## src/rtl/frame_packer.sv

```systemverilog
// frame_packer: collects a valid/ready word stream into fixed-length frames
// using two ping-pong buffers, and hands each completed frame to the consumer
// with a one-cycle ien/ien_data strobe. The consumer's 'full' input holds off
// issuing a frame.
//
// buffer state | meaning
// -------------+---------------------------------------------------------
// BUF_EMPTY    | no data, free to be filled
// BUF_FILLING  | at least one word of the current frame written
// BUF_READY    | frame closed, waiting for the consumer to accept it
module frame_packer #(
  parameter int IN_LENGTH = 16,
  parameter int DATA_W    = 32,
  localparam int CW       = $clog2(IN_LENGTH)
) (
  input  logic                                 clk,
  input  logic                                 rst_n,
  input  logic [DATA_W-1:0]                    s_data,
  input  logic                                 s_valid,
  input  logic                                 s_last,
  output logic                                 s_ready,
  input  logic                                 full,
  output logic [0:IN_LENGTH-1][DATA_W-1:0]     idata,
  output logic                                 ien,
  output logic                                 ien_data,
  output logic                                 err_short,
  output logic [15:0]                          frame_cnt
);

  typedef enum logic [1:0] {
    BUF_EMPTY   = 2'd0,
    BUF_FILLING = 2'd1,
    BUF_READY   = 2'd2
  } buf_state_t;

  buf_state_t                           buf_state [2];
  logic [0:IN_LENGTH-1][DATA_W-1:0]     buf_data  [2];
  logic                                 buf_short [2];
  logic                                 wr_sel;
  logic                                 rd_sel;
  logic [CW-1:0]                        wr_cnt;

  logic accept;
  logic at_end;
  logic close;
  logic close_short;
  logic issue;

  // The write side only stalls when the buffer it targets is still waiting to
  // be issued; this depends on registered state only, never on s_valid.
  assign s_ready     = (buf_state[wr_sel] != BUF_READY);
  assign accept      = s_valid && s_ready;
  assign at_end      = (wr_cnt == CW'(IN_LENGTH - 1));
  assign close       = accept && (s_last || at_end);
  assign close_short = accept && s_last && !at_end;

  // The !ien term enforces an idle cycle between strobes. The read target is
  // READY, so it can never coincide with the write target while accepting.
  assign issue       = (buf_state[rd_sel] == BUF_READY) && !full && !ien;

  // Fill side, issue side and all registered outputs.
  always_ff @(posedge clk or negedge rst_n) begin
    if (!rst_n) begin
      for (int b = 0; b < 2; b++) begin
        buf_state[b] <= BUF_EMPTY;
        buf_data[b]  <= '0;
        buf_short[b] <= 1'b0;
      end
      wr_sel    <= 1'b0;
      rd_sel    <= 1'b0;
      wr_cnt    <= '0;
      idata     <= '0;
      ien       <= 1'b0;
      ien_data  <= 1'b0;
      err_short <= 1'b0;
      frame_cnt <= '0;
    end else begin
      ien       <= 1'b0;
      ien_data  <= 1'b0;
      err_short <= 1'b0;

      if (accept) begin
        // A short frame zero-fills its tail so stale words from the previous
        // use of this buffer never leak into idata.
        for (int j = 0; j < IN_LENGTH; j++) begin
          if (CW'(j) == wr_cnt) begin
            buf_data[wr_sel][j] <= s_data;
          end else if (close_short && (CW'(j) > wr_cnt)) begin
            buf_data[wr_sel][j] <= '0;
          end
        end
        if (close) begin
          buf_state[wr_sel] <= BUF_READY;
          buf_short[wr_sel] <= close_short;
          wr_cnt            <= '0;
          wr_sel            <= ~wr_sel;
        end else begin
          buf_state[wr_sel] <= BUF_FILLING;
          wr_cnt            <= wr_cnt + CW'(1);
        end
      end

      if (issue) begin
        idata             <= buf_data[rd_sel];
        ien               <= 1'b1;
        ien_data          <= 1'b1;
        err_short         <= buf_short[rd_sel];
        buf_state[rd_sel] <= BUF_EMPTY;
        rd_sel            <= ~rd_sel;
        frame_cnt         <= frame_cnt + 16'd1;
      end
    end
  end

endmodule

```

## config.mk

```make
export PLATFORM = sky130hd
export DESIGN_NAME = frame_packer
export DESIGN_NICKNAME = d
export VERILOG_FILES = /design/src/rtl/frame_packer.sv
export SDC_FILE = /design/constraint.sdc
export NUM_CORES = 2
export LEC_CHECK = 0
export ABC_AREA = 1
export BUFFER_PORTS_ARGS = -buffer_cell sky130_fd_sc_hd__buf_2
export CAP_MARGIN = 20
export CORE_MARGIN = 8
export CORE_UTILIZATION = 44
export DETAILED_ROUTE_END_ITERATION = 7
export PLACE_DENSITY = 0.71
export SYNTH_ARGS = -nofsm -noshare
export SYNTH_HDL_FRONTEND = slang
export SYNTH_SLANG_ARGS = --single-unit
```

## constraint.sdc

```tcl
create_clock -name clk -period 2.5 [get_ports clk]
set_clock_uncertainty 0.2 [all_clocks]
set_input_delay 0.375 -clock clk [delete_from_list [all_inputs] [get_ports clk]]
set_output_delay 0.375 -clock clk [all_outputs]
set_load 0.005 [all_outputs]
```

==> metrics.md <==
| Metric | Value |
|---|---|
| Synthesized Nets | 10030 |
| Most common library cell in the layout ignoring fill and taps | nand2_1 |
| M1 WL | 115.5 mm |
| Clock buffer depth | 3 |
| Pwr dens | 1068 nW/um^2 |
| Syn Std Cell Area | 75150 um^2 |
| CTS clk-pin slew, worst paths | 0.07 ns |
| Synth Flop Type | dfrtp_1 |
| WL met2 | 134.2 mm |
| Iteration-0 DRC Markers | 9888 |
| Starting Density | 44.34% |
| Most frequent cells in the layout | nand2_1 (4817), dfrtp_1 (1565), nand3_1 (908) |
| Failing checks | design-rule violations, negative setup slack |
| Post-route ant nets | 0 |
| H-tree depth reported by CTS | 4 |
| Mean Syn Cell Area | 7.523 um^2 |
| Dpl hpwl | 211.1 mm |
| Congestion Overflow GR | 0 |
| Type of the worst setup path | reg -> reg |
| Top-Level Pins | 569 |
| Vias in the first global route | 71230 |
| DR top layer | met5 |
| Drt first pass iters | 8 |
| Global Route Usage Sum | 34.03% |
| Die X | 429.3 um |
| Gpl congestion | 0.9359 |
| Ratio of cells with drive above 1 in the final layout | 13.87% |
| Initial antenna violation count | 31 |
| Class of the worst hold path | in -> async |
| CTS tree | yes |
| Final #Nets | 10570 |
| Critical path launch point type | flip-flop |
| Core ar. | 169500 um^2 |
| Clock Latency Late Sink | 0.86 ns |
| Root Driver | clkbuf_16 |
| Final Hold Fails | 0 |
| Final worst setup slack | -0.008203 ns |
| Worst EP required | 2.94 ns |
| Flop and latch count out of synthesis | 1566 |
| Num CTS Buffers | 169 |
| Final Setup Violations | 1 |
| Routed vias/inst | 5.827 |
| Total of max-cap violations | 0 |
| Fmax | 398.7 MHz |
| Ys async rst share | 100.0% |
| Largest net degree at the start of global routing | 110 |
| Worst rel slew slack | 41.36% |
| Number of synthesized flops with an enable pin | 0 |
| Place WS | -0.06608 ns |
| Crit share post-route | 100.3% |
| Yosys Warn Count | 0 |
| WL/cell | 25.33 um |
| Seq/Total Area, Yosys | 52.15% |
| Total leakage power | 46.00 nW |
| Die H | 429.3 um |
| Peak supply drop | 0.9860 mV |
| Distinct cells, synth | 39 |
| Clock sinks | 1566 |
| Worst Tran Pin Value | 0.8795 ns |
| Met3 wire len | 43.99 mm |
| DR DRC count | 3 |
| Detailed-route via count | 75250 |
| RSZ-0062 raised after global routing | true |
| Final Critical Period | 2.508 ns |
| I/O Buffers | 568 |
| Die area | 184300 um^2 |
| Setup TNS | -0.008203 ns |
| Setup crit end kind | flip-flop |
| Crit Path Max Fanout | 98 |
| Routed WL | 327.1 mm |
| Rows | 151 |
| Status | finished with violations |
| CP arrival | 2.95 ns |
| Post-synthesis instance total | 9989 |
| First-pass GRT wire length | 476.4 mm |
| Pins over their slew limit | 0 |
| P&R area growth vs syn | 20.64% |
## critical path, cell delays in order, from the launching register on
cell and delay (ns):
dfrtp_1 0.39, nor2_1 0.09, buf_4 0.16, and2_1 0.27
nand2_8 0.08, inv_2 0.11, nand2_8 0.09, buf_12 0.20
o22ai_1 0.72
## cell usage after synthesis (all sizes together), types with 5 or more instances
| cell type | instances | area [um^2] |
|---|---|---|
| ha | 5 | 62.56 |
| nor3 | 12 | 60.06 |
| nand3 | 912 | 4579 |
| nand4 | 44 | 362.8 |
| clkbuf | 320 | 1201 |
| dfrtp | 1566 | 39190 |
| inv | 426 | 1607 |
| nand2 | 4835 | 18190 |
| nor2 | 429 | 1678 |
| a31oi | 64 | 400.4 |
| buf | 388 | 1963 |
| xor2 | 9 | 78.83 |
| o211ai | 256 | 1922 |
| nand3b | 64 | 480.5 |
| o21ai | 536 | 2701 |
| a21oi | 114 | 604.3 |
## timing repair
| item | 4_1_cts | 5_1_grt |
|---|---|---|
| gates resized for setup | 12 | 30 |
| gates cloned | 2 | 6 |
| setup endpoints to repair | 115 | 382 |
| pin swaps | 2 | 5 |
| endpoints found under the hold margin | 1712 | 0 |
| hold buffers | 36 | 0 |
| setup buffers | 5 | 9 |
## state kept, by name, summed over array words and instances (netlist names)
signal	count
buf_state	4
ien_data	1
idata	512
frame_cnt	16
buf_short	2
rd_sel	1
wr_cnt	4
buf_data	1024
err_short	1
wr_sel	1
## metal layers
layer	global-route usage, %	up-vias
met4	27.79	6
li1	-	32720
met1	41.50	36270
met5	0	-
met3	12.45	1257
met2	48.05	5001
## stage by stage
step	instance area, um^2	util, %	power (mW)	hold WS (ns)	std cells
floorplan	75150	-	49.27	-0.1206	9989
global placement	83880	49.50	67.86	0.09531	12520
detailed placement	83880	49.50	68.49	0.09649	12520
CTS	90240	53.25	95.14	0.02715	12880
global route	90610	53.46	99.63	0.06022	12890
finish	90660	53.50	96.83	0.05208	12910
## final cells by class
type	instances	area, um^2
multi-input cells	7290	31500
diodes	22	55.05
flip-flops and latches	1566	39190
inverters	427	1640
well taps	2218	2775
repair buffers	1076	9668
clock inverters	57	790.8
fillers	15320	78810
clock buffers	257	5041
## power by group
| part | total [mW] | internal [mW] | switching, mW |
|---|---|---|---|
| clock | 26.5 | 15.2 | 11.3 |
| sequential | 34.9 | 30.5 | 4.46 |
| combinational | 35.4 | 10.5 | 24.9 |
| total | 96.8 | 56.1 | 40.7 |
## logic make-up (layout without fill, tap and decap cells)
logic type               after synthesis  count (layout)  share of synthesized area, %
flip-flops                          1566            1566                         52.15
adder cells (fa/ha/maj)                5               5                       0.08325
AND/OR/NAND/NOR                     6298            6299                         33.75
AO/OA/AOI/OAI                        974             975                         7.537
other                                  0              22                             0
XOR/XNOR                              11              11                        0.1282
buffers and inverters               1135            1817                         6.353
## path summary, 6_finish.rpt
check / from / endpoint / slack, ns / depth (start not counted)
max: ien_data / err_short / -0.008 / 8
min reg2reg: buf_data[853] / buf_data[853] / 0.27 / 2
max reg2reg: ien_data / err_short / -0.008 / 8
min: rst_n / buf_data[894] / 0.05 / 3
max in group asynchronous: rst_n / idata[170] / 1.35 / 3
min in group clk: full / rd_sel / 0.13 / 6
(Power assumes the default switching activity.)
